[src/rtl/risc16_mem_arbiter_pkg.sv]
// Shared types and widths for the risc16 unified-SRAM arbiter.
package risc16_mem_pkg;

    localparam int ADDR_W = 16;
    localparam int DATA_W = 16;

    typedef enum logic [1:0] {IDLE, ACCESS, RESP} state_t;

    typedef enum logic [1:0] {GNT_NONE, GNT_D, GNT_I, GNT_H} grant_t;

endpackage

[src/rtl/risc16_mem_arbiter_pick.sv]
// Fixed-priority pick (data > fetch > host) with a host starvation override.
module mem_arb_pick
    import risc16_mem_pkg::*;
(
    input  logic   d_req,
    input  logic   i_req,
    input  logic   h_req,
    input  logic   starve,
    output grant_t gnt
);

    always_comb begin
        gnt = GNT_NONE;
        if (h_req && starve) begin
            gnt = GNT_H;
        end else if (d_req) begin
            gnt = GNT_D;
        end else if (i_req) begin
            gnt = GNT_I;
        end else if (h_req) begin
            gnt = GNT_H;
        end
    end

endmodule

[src/rtl/risc16_mem_arbiter.sv]
// Three-way arbiter onto one single-ported 16-bit SRAM with programmable wait states.
//  state  | meaning
//  IDLE   | arbitrate, latch winner onto mem_* and load wait counter
//  ACCESS | drive SRAM from latched request, count down wait states
//  RESP   | one-cycle ack to the winner
module risc16_mem_arbiter
    import risc16_mem_pkg::*;
#(
    parameter int WAIT_CYC   = 0,
    parameter int STARVE_LIM = 4
)(
    input  logic              clk,
    input  logic              rst_n,
    input  logic              d_req,
    input  logic              d_we0,
    input  logic              d_we1,
    input  logic [ADDR_W-1:0] d_addr,
    input  logic [DATA_W-1:0] d_wdata,
    output logic [DATA_W-1:0] d_rdata,
    output logic              d_ack,
    input  logic              i_req,
    input  logic [ADDR_W-1:0] i_addr,
    output logic [DATA_W-1:0] i_rdata,
    output logic              i_ack,
    input  logic              h_req,
    input  logic              h_we0,
    input  logic              h_we1,
    input  logic [ADDR_W-1:0] h_addr,
    input  logic [DATA_W-1:0] h_wdata,
    output logic [DATA_W-1:0] h_rdata,
    output logic              h_ack,
    output logic [ADDR_W-1:0] mem_addr,
    output logic [DATA_W-1:0] mem_dout,
    input  logic [DATA_W-1:0] mem_din,
    output logic              mem_oe,
    output logic              mem_we0,
    output logic              mem_we1,
    output logic              busy
);

    localparam int SW = (STARVE_LIM < 1) ? 1 : $clog2(STARVE_LIM + 1);
    localparam logic [SW-1:0] STARVE_MAX = SW'(STARVE_LIM);
    localparam logic [3:0]    WAIT_INIT  = 4'(WAIT_CYC);

    state_t        state;
    grant_t        pick_gnt;
    grant_t        lat_gnt;
    logic [3:0]    wait_cnt;
    logic [SW-1:0] starve_cnt;
    logic          starve;

    assign starve = (starve_cnt == STARVE_MAX);
    assign busy   = (state != IDLE);

    mem_arb_pick u_pick (
        .d_req  (d_req),
        .i_req  (i_req),
        .h_req  (h_req),
        .starve (starve),
        .gnt    (pick_gnt)
    );

    // mem_* registers double as the latched copy of the winning request.
    always_ff @(posedge clk or negedge rst_n) begin
        if (!rst_n) begin
            state      <= IDLE;
            lat_gnt    <= GNT_NONE;
            wait_cnt   <= 4'd0;
            starve_cnt <= '0;
            mem_addr   <= '0;
            mem_dout   <= '0;
            mem_oe     <= 1'b0;
            mem_we0    <= 1'b0;
            mem_we1    <= 1'b0;
            d_rdata    <= '0;
            i_rdata    <= '0;
            h_rdata    <= '0;
            d_ack      <= 1'b0;
            i_ack      <= 1'b0;
            h_ack      <= 1'b0;
        end else begin
            case (state)
                IDLE: begin
                    lat_gnt  <= pick_gnt;
                    wait_cnt <= WAIT_INIT;
                    case (pick_gnt)
                        GNT_D: begin
                            state    <= ACCESS;
                            mem_addr <= d_addr;
                            mem_dout <= d_wdata;
                            mem_we0  <= d_we0;
                            mem_we1  <= d_we1;
                            mem_oe   <= !(d_we0 || d_we1);
                        end
                        GNT_I: begin
                            state    <= ACCESS;
                            mem_addr <= i_addr;
                            mem_dout <= '0;
                            mem_we0  <= 1'b0;
                            mem_we1  <= 1'b0;
                            mem_oe   <= 1'b1;
                        end
                        GNT_H: begin
                            state    <= ACCESS;
                            mem_addr <= h_addr;
                            mem_dout <= h_wdata;
                            mem_we0  <= h_we0;
                            mem_we1  <= h_we1;
                            mem_oe   <= !(h_we0 || h_we1);
                        end
                        default: ;
                    endcase
                    // Only d/i grants made while the host waits count toward starvation.
                    if (pick_gnt == GNT_H || !h_req) begin
                        starve_cnt <= '0;
                    end else if (pick_gnt != GNT_NONE && !starve) begin
                        starve_cnt <= starve_cnt + 1'b1;
                    end
                end
                ACCESS: begin
                    if (wait_cnt == 4'd0) begin
                        state    <= RESP;
                        mem_addr <= '0;
                        mem_dout <= '0;
                        mem_oe   <= 1'b0;
                        mem_we0  <= 1'b0;
                        mem_we1  <= 1'b0;
                        if (mem_oe) begin
                            case (lat_gnt)
                                GNT_D:   d_rdata <= mem_din;
                                GNT_I:   i_rdata <= mem_din;
                                GNT_H:   h_rdata <= mem_din;
                                default: ;
                            endcase
                        end
                        case (lat_gnt)
                            GNT_D:   d_ack <= 1'b1;
                            GNT_I:   i_ack <= 1'b1;
                            GNT_H:   h_ack <= 1'b1;
                            default: ;
                        endcase
                    end else begin
                        wait_cnt <= wait_cnt - 1'b1;
                    end
                end
                RESP: begin
                    state <= IDLE;
                    d_ack <= 1'b0;
                    i_ack <= 1'b0;
                    h_ack <= 1'b0;
                end
                default: state <= IDLE;
            endcase
        end
    end

endmodule

[config.mk]
export PLATFORM = sky130hd
export DESIGN_NAME = risc16_mem_arbiter
export DESIGN_NICKNAME = d
export VERILOG_FILES = /design/src/rtl/risc16_mem_arbiter_pkg.sv /design/src/rtl/risc16_mem_arbiter_pick.sv /design/src/rtl/risc16_mem_arbiter.sv
export SDC_FILE = /design/constraint.sdc
export NUM_CORES = 1
export LEC_CHECK = 0
export BUFFER_PORTS_ARGS = -buffer_cell sky130_fd_sc_hd__buf_4
export CORE_ASPECT_RATIO = 1.75
export CORE_UTILIZATION = 36
export DETAILED_ROUTE_END_ITERATION = 8
export SYNTH_ARGS = -nofsm -noshare
export SYNTH_HDL_FRONTEND = slang
export SYNTH_SLANG_ARGS = --single-unit
[constraint.sdc]
create_clock -name clk -period 3.6 [get_ports clk]
set_input_delay 0.36 -clock clk [delete_from_list [all_inputs] [get_ports clk]]
set_output_delay 0.36 -clock clk [all_outputs]
set_load 0.02 [all_outputs]
==> results of run 1 <==
[placed cells by master (no fill, tap or decap), drive strengths merged, types with 3 or more instances in the layout]
cell type	count
o21ai	47
a31oi	3
nor3	6
nor2	5
dfrtp	97
nand3	3
mux2	49
inv	11
buf	200
nand2	47
clkbuf	10
ha	4
mux2i	17
a222oi	16
[power by group]
| group | internal, µW | switching (µW) | leakage [µW] |
|---|---|---|---|
| registers | 1560 | 312 | 0.00126 |
| clock network | 566 | 424 | 0.000154 |
| logic | 1110 | 1250 | 0.00172 |
| total | 3240 | 1990 | 0.00313 |
[metal layers]
metal  up-vias  routed length [µm]  share of wire [%]  global-route usage (%)
met4         0                 277                2.5                    8.00
met1      1684                4300                 39                    20.9
met5         -                   0                  0                       0
met2       158                5630                 52                    31.7
met3        18                 693                6.4                    2.85
li1       1632                   -                  -                       -
[through the flow]
stage	hold slack [ps]	util, %	total power (µW)	cell area, µm²
after floorplan	64.4	-	3240	4380
after detailed placement	477	49.5	4280	5910
after CTS	251	52.1	5290	6220
after global placement	466	49.5	4230	5910
after global routing	254	52.1	5530	6220
final	180	52.1	5220	6220
[critical path: cells and delay by family (launching register included)]
family / cells / cell delay, ps
buffers and inverters: 1 / 110
AND/OR/NAND/NOR: 1 / 400
AO/OA/AOI/OAI: 2 / 1110
flip-flops: 1 / 390
adder cells (fa/ha/maj): 1 / 180
[final cells by class]
cell class / count / area [µm²] / share of cell area [%]
Clock inverter: 6 / 70.1 / 1.13
Clock buffer: 10 / 239 / 3.84
Tap cell: 137 / 171 / 2.75
Multi-Input combinational cell: 220 / 1790 / 28.7
Sequential cell: 97 / 2430 / 39.0
Timing Repair Buffer: 200 / 1500 / 24.1
Inverter: 7 / 26.3 / 0.422
[synth_stat cells (4+ instances only)]
master                      n
sky130_fd_sc_hd__dfrtp_1   97
sky130_fd_sc_hd__nand2_1   47
sky130_fd_sc_hd__o21ai_1   31
sky130_fd_sc_hd__mux2_4    30
sky130_fd_sc_hd__mux2_2    19
sky130_fd_sc_hd__mux2i_1   17
sky130_fd_sc_hd__a222oi_1  16
sky130_fd_sc_hd__o21ai_0   16
sky130_fd_sc_hd__buf_2      8
sky130_fd_sc_hd__inv_1      7
sky130_fd_sc_hd__ha_1       4
sky130_fd_sc_hd__nor2_1     4
[state kept, by name (all words and copies together), names as in the netlist]
register	cells
d_rdata	16
h_rdata	16
i_rdata	16
mem_addr	16
mem_dout	16
wait_cnt	4
starve_cnt	3
lat_gnt	2
state	2
d_ack	1
h_ack	1
i_ack	1
mem_oe	1
mem_we0	1
mem_we1	1
[cells by family after synthesis]
logic type                 synth area share (%)
buffers and inverters                      4.00
AOI/OAI and AO/OA                          11.8
adders and majority gates                  1.14
muxes                                      19.1
DFF                                        55.4
and+or+nand+nor                            8.57
[worst min path at each step]
stage | start | to | slack (ps) | cells past startpoint
finish | rst_n | d_rdata[6] | 180 | 1
global route | mem_din[1] | d_rdata[1] | 250 | 2
CTS | rst_n | d_rdata[6] | 250 | 1
floorplan | rst_n | d_ack | 60 | 0
global placement | mem_dout[1] | mem_dout[1] | 470 | 2
detailed placement | mem_dout[3] | mem_dout[3] | 480 | 2
==> impl_results.md, run 1 <==
* Detailed-route wire length per cell at 16.1 µm
* # placed instances at 661
* Number of antenna violations at the first check in global routing at 0
* Run status: complete, no violations
* Number of iterations in the first detailed-routing pass at 6
* Number of unique standard cell types used by synthesis at 42
* Proportion of netlist area held by the largest area contributor at 55.4%
* TritonCTS Sinks at 97
* Number of gates resized after cts at 0
* Ys Warns at 0
* Count of fill cells added during filler insertion at 1067
* Number of vias per cell after detailed routing at 5.16
* Cell at the root of the clock tree: sky130_fd_sc_hd__clkbuf_16
* Global-route wire length before repair at 17800 µm
* Net total in the final layout at 644
* Initial DRC count at 123
* Class of the tightest hold or removal check: primary input to asynchronous set/reset pin
* CTS HTree Levels at 3
* Worst-case register-to-register setup slack at 1300 ps
* Main area contributors after synthesis: sky130_fd_sc_hd__dfrtp_1 55%, sky130_fd_sc_hd__mux2_4 10%, sky130_fd_sc_hd__mux2_2 4.9%, sky130_fd_sc_hd__nand2_1 4.0%, sky130_fd_sc_hd__mux2i_1 3.9%
* # hold bufs at CTS at 0
* Number of buffers created by CTS at 9
* Worst-case setup slack after placement at 1280 ps
* Worst slew pin tran at 1090 ps
* Number of placement rows at 53
* Fmax at 434 MHz
* Height of the die at 148 µm
* Synth Instances at 341
* Post-synthesis instance area at 4380 µm²
* Clock latency on the worst-skew pair at 340 ps
* Total power divided by cell area at 839 nW/µm²
* Leakage power of the design at 0.00313 µW
* I/O pin cnt at 192
* Core box area at 11900 µm²
* # setup viols final at 0
* Buffers added on ports at 191
* Smallest setup slack after layout at 1300 ps
* Commonest register cell after synthesis: sky130_fd_sc_hd__dfrtp_1
* Largest fanout on the critical path at 35
* Total routed wirelength at 10900 µm
* Final cycle utilization of the critical path at 63.9%
* Horiz. Die Dim at 85.4 µm
* Worst clock skew at 7.77 ps
* Yosys top cell by area: sky130_fd_sc_hd__dfrtp_1
* Worst Reg-to-Reg Cells at 5
* Class of the most critical setup path: flop to flop
* Setup repair after global routing missed its margin: no
* Fraction of the yosys area taken by sequential cells at 55.4%
* Setup TNS after final layout at 0 ps
* Worst Path Required at 3830 ps
* Peak supply drop at 0.387 mV
* Final hold violations at 0
* Critical R2R Launch: wait_cnt[0]
* EDFF count, synth at 0
* Reported max-cap violation count at 0
* Clock-pin slew on the worst setup and hold paths at 70 ps
* Diodes inserted at 0
* Reg-to-reg critical path endpoint: mem_oe
* Count of buffers added by post-CTS timing repair for setup at 0
* Critical Path End: mem_oe
* Fraction of final layout cells sized beyond drive strength 1 at 50.9%
* Overflow left after global routing at 0
* Count of antenna-violating nets left after detailed routing at 0
* Placer's final routability congestion estimate at 0.755
* Slew headroom at 27.3%
* Count of state elements after synthesis at 97
* DP Wirelength at 7980 µm
* Vias in the first global route at 3685
* Area of the die at 12600 µm²
* Worst setup EP type: flop
* Share of synthesized registers carrying an async set or reset at 100%
* Max Root-Sink Buffers at 2
* Via count at 3492
* Critical Path, Cell by Cell: inv_1 > ha_1 > or3b_1 > a211o_1 > a22o_1
* Avg Inst Size Synth at 12.8 µm²
* Pin count of the biggest net entering global routing at 83
* Type of origin of the critical path: flop
* Launching element of the worst setup path: wait_cnt[0]
* Initial core utilization at 36.7%
* Post-Syn Nets at 450
* Post-layout minimum cycle time at 2300 ps
* Signal arrival time at the worst endpoint at 2530 ps
* GRT Total Usage at 17.8%
* Critical Path Max Stage Delay at 720 ps
* CTS tree: done
* Non-filler instance count after layout at 677
* CP max-delay cell: sky130_fd_sc_hd__a211o_1
* Number of remaining DRC errors at 0
* Area growth syn-to-layout at 42.1%
* Max-slew violation count at 0
No activity file was read; power rests on OpenSTA's default activity.
==> run 2: changes to the inputs <==
--- a/config.mk
+++ b/config.mk
@@ -5,10 +5,12 @@
 export SDC_FILE = /design/constraint.sdc
 export NUM_CORES = 1
 export LEC_CHECK = 0
+export ABC_AREA = 1
 export BUFFER_PORTS_ARGS = -buffer_cell sky130_fd_sc_hd__buf_4
 export CORE_ASPECT_RATIO = 1.75
 export CORE_UTILIZATION = 36
 export DETAILED_ROUTE_END_ITERATION = 8
+export PLACE_DENSITY = 0.66
 export SYNTH_ARGS = -nofsm -noshare
 export SYNTH_HDL_FRONTEND = slang
 export SYNTH_SLANG_ARGS = --single-unit
==> constraint.sdc (replaced) <==
create_clock -name clk -period 2 [get_ports clk]
set_input_delay 0.2 -clock clk [delete_from_list [all_inputs] [get_ports clk]]
set_output_delay 0.2 -clock clk [all_outputs]
set_load 0.02 [all_outputs]
==> impl_results.md, run 2 <==
* Worst clock skew at 7.67 ps (-0.107 ps)
* Via count at 4392 (+26%)
* Count of antenna-violating nets left after detailed routing at 0 (unchanged)
* CP max-delay cell: sky130_fd_sc_hd__dfrtp_1
* Avg Inst Size Synth at 8.17 µm² (-36%)
* Cell at the root of the clock tree: sky130_fd_sc_hd__clkbuf_16
* Ys Warns at 0 (unchanged)
* Worst slew pin tran at 626 ps (-465 ps)
* Setup TNS after final layout at 0 ps (unchanged)
* Class of the most critical setup path: flop to flop
* Number of unique standard cell types used by synthesis at 29 (-31%)
* Number of placement rows at 53 (unchanged)
* CTS HTree Levels at 3 (unchanged)
* I/O pin cnt at 192 (unchanged)
* # placed instances at 890 (+35%)
* Overflow left after global routing at 0 (unchanged)
* Utilization after layout at 53.3% (+1.2 points)
* Commonest non-fill, non-tap cell in the layout: sky130_fd_sc_hd__nand2_1
* Synth Instances at 550 (+61%)
* # setup viols final at 0 (unchanged)
* Worst-case setup slack after placement at 202 ps (-1080 ps)
* Non-filler instance count after layout at 907 (+34%)
* Number of buffers created by CTS at 9 (unchanged)
* Yosys top cell by area: sky130_fd_sc_hd__dfrtp_1
* Vias in the first global route at 4309 (+17%)
* Class of the tightest hold or removal check: primary input to flop
* Initial DRC count at 138 (+12%)
* Number of vias per cell after detailed routing at 4.84 (-6.1%)
* Count of state elements after synthesis at 97 (unchanged)
* Critical Path Max Stage Delay at 400 ps (-320 ps)
* Leakage power of the design at 0.00344 µW (+9.8%)
* Max-slew violation count at 0 (unchanged)
* Post-Syn Nets at 659 (+46%)
* Main area contributors after synthesis: sky130_fd_sc_hd__dfrtp_1 54%, sky130_fd_sc_hd__nand2_1 19%, sky130_fd_sc_hd__nand3_1 6.1%, sky130_fd_sc_hd__o21ai_0 4.9%, sky130_fd_sc_hd__nand4_1 2.8%
* Run status: complete, no violations
* Worst Reg-to-Reg Cells at 8 (+3)
* Reported max-cap violation count at 0 (unchanged)
* Critical Path, Cell by Cell: inv_1 > ha_1 > nand3_1 > inv_1 > nand4_2 > nor2_4 > nand2_1 > nand2_1
* Peak supply drop at 0.580 mV (+50%)
* TritonCTS Sinks at 97 (unchanged)
* Proportion of netlist area held by the largest area contributor at 54.0% (-1.4 points)
* Global-route wire length before repair at 20100 µm (+13%)
* Detailed-route wire length per cell at 14.0 µm (-13%)
* Final hold violations at 0 (unchanged)
* Number of antenna violations at the first check in global routing at 0 (unchanged)
* Clock latency on the worst-skew pair at 340 ps (about the same)
* Critical R2R Launch: wait_cnt[0]
* Horiz. Die Dim at 86.5 µm (+1.3%)
* Number of iterations in the first detailed-routing pass at 4 (-2)
* Number of remaining DRC errors at 0 (unchanged)
* Most used standard cells in the synthesized netlist: 231 x sky130_fd_sc_hd__nand2_1, 97 x sky130_fd_sc_hd__dfrtp_1, 55 x sky130_fd_sc_hd__nand3_1
* Startpoint of the lowest-slack hold path: mem_din[7]
* Fraction of final layout cells sized beyond drive strength 1 at 31.5% (-19 points)
* Most repeated cell in the gate-level netlist after synthesis: sky130_fd_sc_hd__nand2_1
* Worst Hold Depth at 3
* Height of the die at 150 µm (+1.3%)
* Slew headroom at 58.3% (+31 points)
* Commonest register cell after synthesis: sky130_fd_sc_hd__dfrtp_1
* Worst setup EP type: flop
* CTS tree: done
* Initial core utilization at 37.2% (+0.54 points)
* Core box area at 12100 µm² (+1.1%)
* Worst-case register-to-register setup slack at 230 ps (-1070 ps)
* Post-layout minimum cycle time at 1770 ps (-527 ps)
* Hold endpoint: i_rdata[7]
* Most frequent cells in the layout: 230 x sky130_fd_sc_hd__nand2_1, 200 x sky130_fd_sc_hd__buf_4, 97 x sky130_fd_sc_hd__dfrtp_1
* Worst Path Required at 2280 ps (-1550 ps)
* Share of synthesized registers carrying an async set or reset at 100% (unchanged)
* Area of the die at 12900 µm² (+2.5%)
* Total power divided by cell area at 1450 nW/µm² (+73%)
* EDFF count, synth at 0 (unchanged)
* Largest fanout on the critical path at 16 (-54%)
* Reg-to-reg critical path endpoint: i_rdata[14]
* Placer's final routability congestion estimate at 0.788 (+4.4%)
* Max Root-Sink Buffers at 2 (unchanged)
* Setup repair after global routing missed its margin: no
* Signal arrival time at the worst endpoint at 2050 ps (-480 ps)
* Fmax at 563 MHz (+30%)
* GRT Total Usage at 20.0% (+2.1 points)
* Diodes inserted at 0 (unchanged)
* Final cycle utilization of the critical path at 88.7% (+25 points)
* Type of origin of the critical path: flop
* DP Wirelength at 9700 µm (+22%)
* Post-synthesis instance area at 4490 µm² (+2.6%)
* Area growth syn-to-layout at 43.2%
* Pin count of the biggest net entering global routing at 50 (-40%)
* Net total in the final layout at 846 (+31%)
* Fraction of the yosys area taken by sequential cells at 54.0% (-1.4 points)
* Smallest setup slack after layout at 225 ps (-1070 ps)
* Fin Hold WS at 68.1 ps (-111 ps)
* Clock-pin slew on the worst setup and hold paths at 70 ps (about the same)
* Buffers added on ports at 191 (unchanged)
* Total routed wirelength at 12700 µm (+17%)
## run 2: cell types whose count changed in the layout (fill, tap and decap cells not counted), sizes merged, moves of 5 or more
cell,delta
inv,+25
nand2,+185
mux2i,-17
o21ai,+8
nand4,+21
mux2,-49
nor3,-5
nand3,+55
a222oi,-16
## run 2: routing by layer
metal  part of all wire [%]  vias to the layer above  routed length [µm]  global-route usage (%)
li1                       -                     2152                   -                       -
met1                     39                     2022                4970                    22.3
met2                     51                      190                6450                    35.5
met3                    7.1                       28                 898                    4.08
met4                    3.1                        0                 389                    10.0
met5                      0                        -                   0                       0
## run 2: report_power, final
| part | switching (µW) | internal [µW] | total (µW) |
|---|---|---|---|
| combinational | 2550 | 1710 | 4260 |
| sequential | 528 | 2820 | 3350 |
| clock | 746 | 980 | 1730 |
| total | 3820 | 5510 | 9340 |
## run 2: timing repair
| item | CTS | global route |
|---|---|---|
| gates resized for setup | 0 | 1 |
| hold endpoints to repair | 46 | 0 |
| setup endpoints to repair | 0 | 5 |
| buffers inserted | 0 | 0 |
| hold buffers | 1 | 0 |
## run 2: worst max path at each step
stage | startpoint | end | slack [ps] | cells after the start
floorplan | wait_cnt[0] | i_rdata[0] | 470 | 8
global placement | wait_cnt[0] | mem_addr[1] | 320 | 7
detailed placement | wait_cnt[0] | mem_addr[15] | 200 | 7
CTS | wait_cnt[0] | mem_addr[1] | 200 | 7
global route | wait_cnt[0] | i_rdata[11] | 50 | 8
finish | wait_cnt[0] | i_rdata[14] | 230 | 8
## run 2: layout make-up
cell class | instances | area, µm²
fillers | 1176 | 5640
flip-flops and latches | 97 | 2430
multi-input cells | 390 | 1790
repair buffers | 204 | 1570
clock buffers | 9 | 225
well taps | 165 | 206
inverters | 35 | 131
clock inverters | 7 | 77.6
## run 2: worst max-delay path, delay by kind of cell (launching register included)
kind                     cells  cell delay (ps)
AND/OR/NAND/NOR              5              850
adder cells (fa/ha/maj)      1              170
flip-flops                   1              400
buffers and inverters        2              280
## run 2: logic make-up (layout without fill, tap and decap cells)
group | after synthesis | count (layout) | synth area share [%]
adders and majority gates | 4 | 4 | 1.11
AOI/OAI and AO/OA | 63 | 63 | 7.13
and+or+nand+nor | 321 | 321 | 31.2
buffers and inverters | 63 | 255 | 6.13
DFF | 97 | 97 | 54.0
xor gates and xnor gates | 2 | 2 | 0.390
## run 2: stage by stage
step                      total power, µW  cell area, µm²
final                                9340            6430
after global routing                 9960            6430
after CTS                            9450            6430
after detailed placement             7690            6120
after global placement               7600            6120
after floorplan                      5670            4490
==> run 3: changes to the inputs <==
--- a/config.mk
+++ b/config.mk
@@ -8,9 +8,12 @@
 export ABC_AREA = 1
 export BUFFER_PORTS_ARGS = -buffer_cell sky130_fd_sc_hd__buf_4
 export CORE_ASPECT_RATIO = 1.75
+export CORE_MARGIN = 4
 export CORE_UTILIZATION = 36
+export CTS_BUF_LIST = sky130_fd_sc_hd__clkbuf_16
 export DETAILED_ROUTE_END_ITERATION = 8
 export PLACE_DENSITY = 0.66
+export SKIP_LAST_GASP = 1
 export SYNTH_ARGS = -nofsm -noshare
 export SYNTH_HDL_FRONTEND = slang
 export SYNTH_SLANG_ARGS = --single-unit
==> impl_results.md, run 3 (same netlist as run 2, synthesis figures left out) <==
* Highest routed metal layer: met4
* Reported max-cap violation count at 0 (unchanged)
* Leakage power of the design at 0.00345 µW (+0.42%)
* Clock-pin slew on the worst setup and hold paths at 60 ps (about the same)
* Horiz. Die Dim at 92.5 µm (+6.9%)
* Via count at 4426 (+0.77%)
* Worst setup EP type: flop
* Class of the tightest hold or removal check: primary input to flop
* # hold bufs at CTS at 1 (unchanged)
* Startpoint of the lowest-slack hold path: mem_din[7]
* Worst Path Required at 2220 ps (-60 ps)
* Net total in the final layout at 846 (unchanged)
* Diodes inserted at 0 (unchanged)
* Detailed-route wire length per cell at 14.6 µm (+4.6%)
* Slew headroom at 62.6% (+4.3 points)
* Core box area at 12100 µm² (+0.55%)
* Utilization after layout at 53.1% (-0.17 points)
* CTS HTree Levels at 3 (unchanged)
* Count of buffers added by post-CTS timing repair for setup at 0 (unchanged)
* Class of the most critical setup path: flop to flop
* Count of fill cells added during filler insertion at 1175 (-0.085%)
* Fraction of final layout cells sized beyond drive strength 1 at 31.2% (-0.36 points)
* Max Root-Sink Buffers at 2 (unchanged)
* Placer's final routability congestion estimate at 0.827 (+5.0%)
* Worst-case register-to-register setup slack at 260 ps (+30 ps)
* Number of antenna violations at the first check in global routing at 0 (unchanged)
* Number of placement rows at 53 (unchanged)
* Reg-to-reg critical path endpoint: mem_addr[3]
* Worst Hold Depth at 3 (unchanged)
* TritonCTS Sinks at 97 (unchanged)
* DP Wirelength at 10600 µm (+8.8%)
* Largest fanout on the critical path at 35 (+19)
* Initial core utilization at 37.0% (-0.20 points)
* Worst slew pin tran at 560 ps (-66.0 ps)
* Overflow left after global routing at 0 (unchanged)
* Area of the die at 14400 µm² (+11%)
* Vias in the first global route at 4452 (+3.3%)
* Setup repair after global routing missed its margin: no
* # setup viols final at 0 (unchanged)
* Initial DRC count at 83 (-40%)
* Commonest non-fill, non-tap cell in the layout: sky130_fd_sc_hd__nand2_1
* Number of iterations in the first detailed-routing pass at 5 (+1)
* Peak supply drop at 0.589 mV (+1.6%)
* Fin Hold WS at 78.8 ps (+10.7 ps)
* Global-route wire length before repair at 21100 µm (+4.6%)
* Type of origin of the critical path: flop
* Fmax at 574 MHz (+1.9%)
* I/O pin cnt at 192 (unchanged)
* Number of vias per cell after detailed routing at 4.89 (+0.89%)
* Total routed wirelength at 13300 µm (+4.4%)
* Worst clock skew at 8.33 ps (+0.668 ps)
* Hold endpoint: i_rdata[7]
* Count of antenna-violating nets left after detailed routing at 0 (unchanged)
* Met2 WL at 6900 µm (+7.0%)
* Post-layout minimum cycle time at 1740 ps (-32.6 ps)
* Worst Reg-to-Reg Cells at 7 (-1)
* Run status: complete, no violations
* Signal arrival time at the worst endpoint at 1960 ps (-90 ps)
* Number of gates resized after cts at 0 (unchanged)
* Pin count of the biggest net entering global routing at 49 (-2.0%)
* WL met3 at 1000 µm (+11%)
* Buffers added on ports at 191 (unchanged)
* Total power divided by cell area at 1480 nW/µm² (+2.0%)
* Met1 Routed Length at 5000 µm (+0.64%)
* Setup TNS after final layout at 0 ps (unchanged)
* Height of the die at 156 µm (+4.0%)
* GRT Total Usage at 18.3% (-1.7 points)
* Most frequent cells in the layout: 231 x sky130_fd_sc_hd__nand2_1, 201 x sky130_fd_sc_hd__buf_4, 97 x sky130_fd_sc_hd__dfrtp_1
* Cell at the root of the clock tree: sky130_fd_sc_hd__clkbuf_16
* Critical R2R Launch: wait_cnt[0]
* Final hold violations at 0 (unchanged)
* Area growth syn-to-layout at 43.5%
* Number of buffers created by CTS at 9 (unchanged)
* Final cycle utilization of the critical path at 87.1% (-1.6 points)
* Number of remaining DRC errors at 0 (unchanged)
* Max-slew violation count at 0 (unchanged)
* CTS tree: done
* Clock latency on the worst-skew pair at 340 ps (about the same)
## run 3: layout make-up
cell class | count | area, µm² | share of cell area [%]
well taps | 165 | 206 | 3.20
multi-input cells | 390 | 1790 | 27.8
repair buffers | 204 | 1560 | 24.2
flip-flops and latches | 97 | 2430 | 37.6
inverters | 35 | 131 | 2.04
clock inverters | 6 | 108 | 1.67
clock buffers | 9 | 225 | 3.49
## run 3: worst max path at each step
stage / start / endpoint / slack [ps] / cells after the start
finish: wait_cnt[0] / mem_addr[3] / 260 / 7
global route: wait_cnt[0] / mem_we0 / 90 / 7
CTS: wait_cnt[0] / mem_addr[3] / 250 / 7
detailed placement: wait_cnt[0] / mem_addr[3] / 260 / 7
global placement: wait_cnt[0] / mem_addr[1] / 350 / 7
floorplan: wait_cnt[0] / i_rdata[0] / 470 / 8
## run 3: layer usage
layer	global-route usage, %	vias up
met5	0	-
met2	33.0	198
met1	20.1	2051
met3	4.97	23
li1	-	2154
met4	7.16	0
## run 3: critical path: stages (launching register included)
cell and delay [ps]:
sky130_fd_sc_hd__dfrtp_1 410, sky130_fd_sc_hd__inv_1 90, sky130_fd_sc_hd__ha_1 150, sky130_fd_sc_hd__nand3_1 130, sky130_fd_sc_hd__nand2_1 240, sky130_fd_sc_hd__nand3_4 370, sky130_fd_sc_hd__nand2_1 170, sky130_fd_sc_hd__nand2_1 60
## run 3: metrics by stage
step / total power, µW / area [µm²] / setup WS (ps) / cells
after floorplan: 5670 / 4490 / 466 / 550
after global placement: 7640 / 6100 / 347 / 890
after detailed placement: 7750 / 6100 / 256 / 890
after CTS: 9690 / 6450 / 246 / 906
after global routing: 10200 / 6450 / 87.5 / 906
final: 9550 / 6450 / 258 / 906
## run 3: report_power, final
part | switching, µW | total (µW) | internal [µW]
clock | 695 | 1910 | 1210
sequential | 528 | 3350 | 2820
combinational | 2580 | 4290 | 1710
total | 3810 | 9550 | 5740
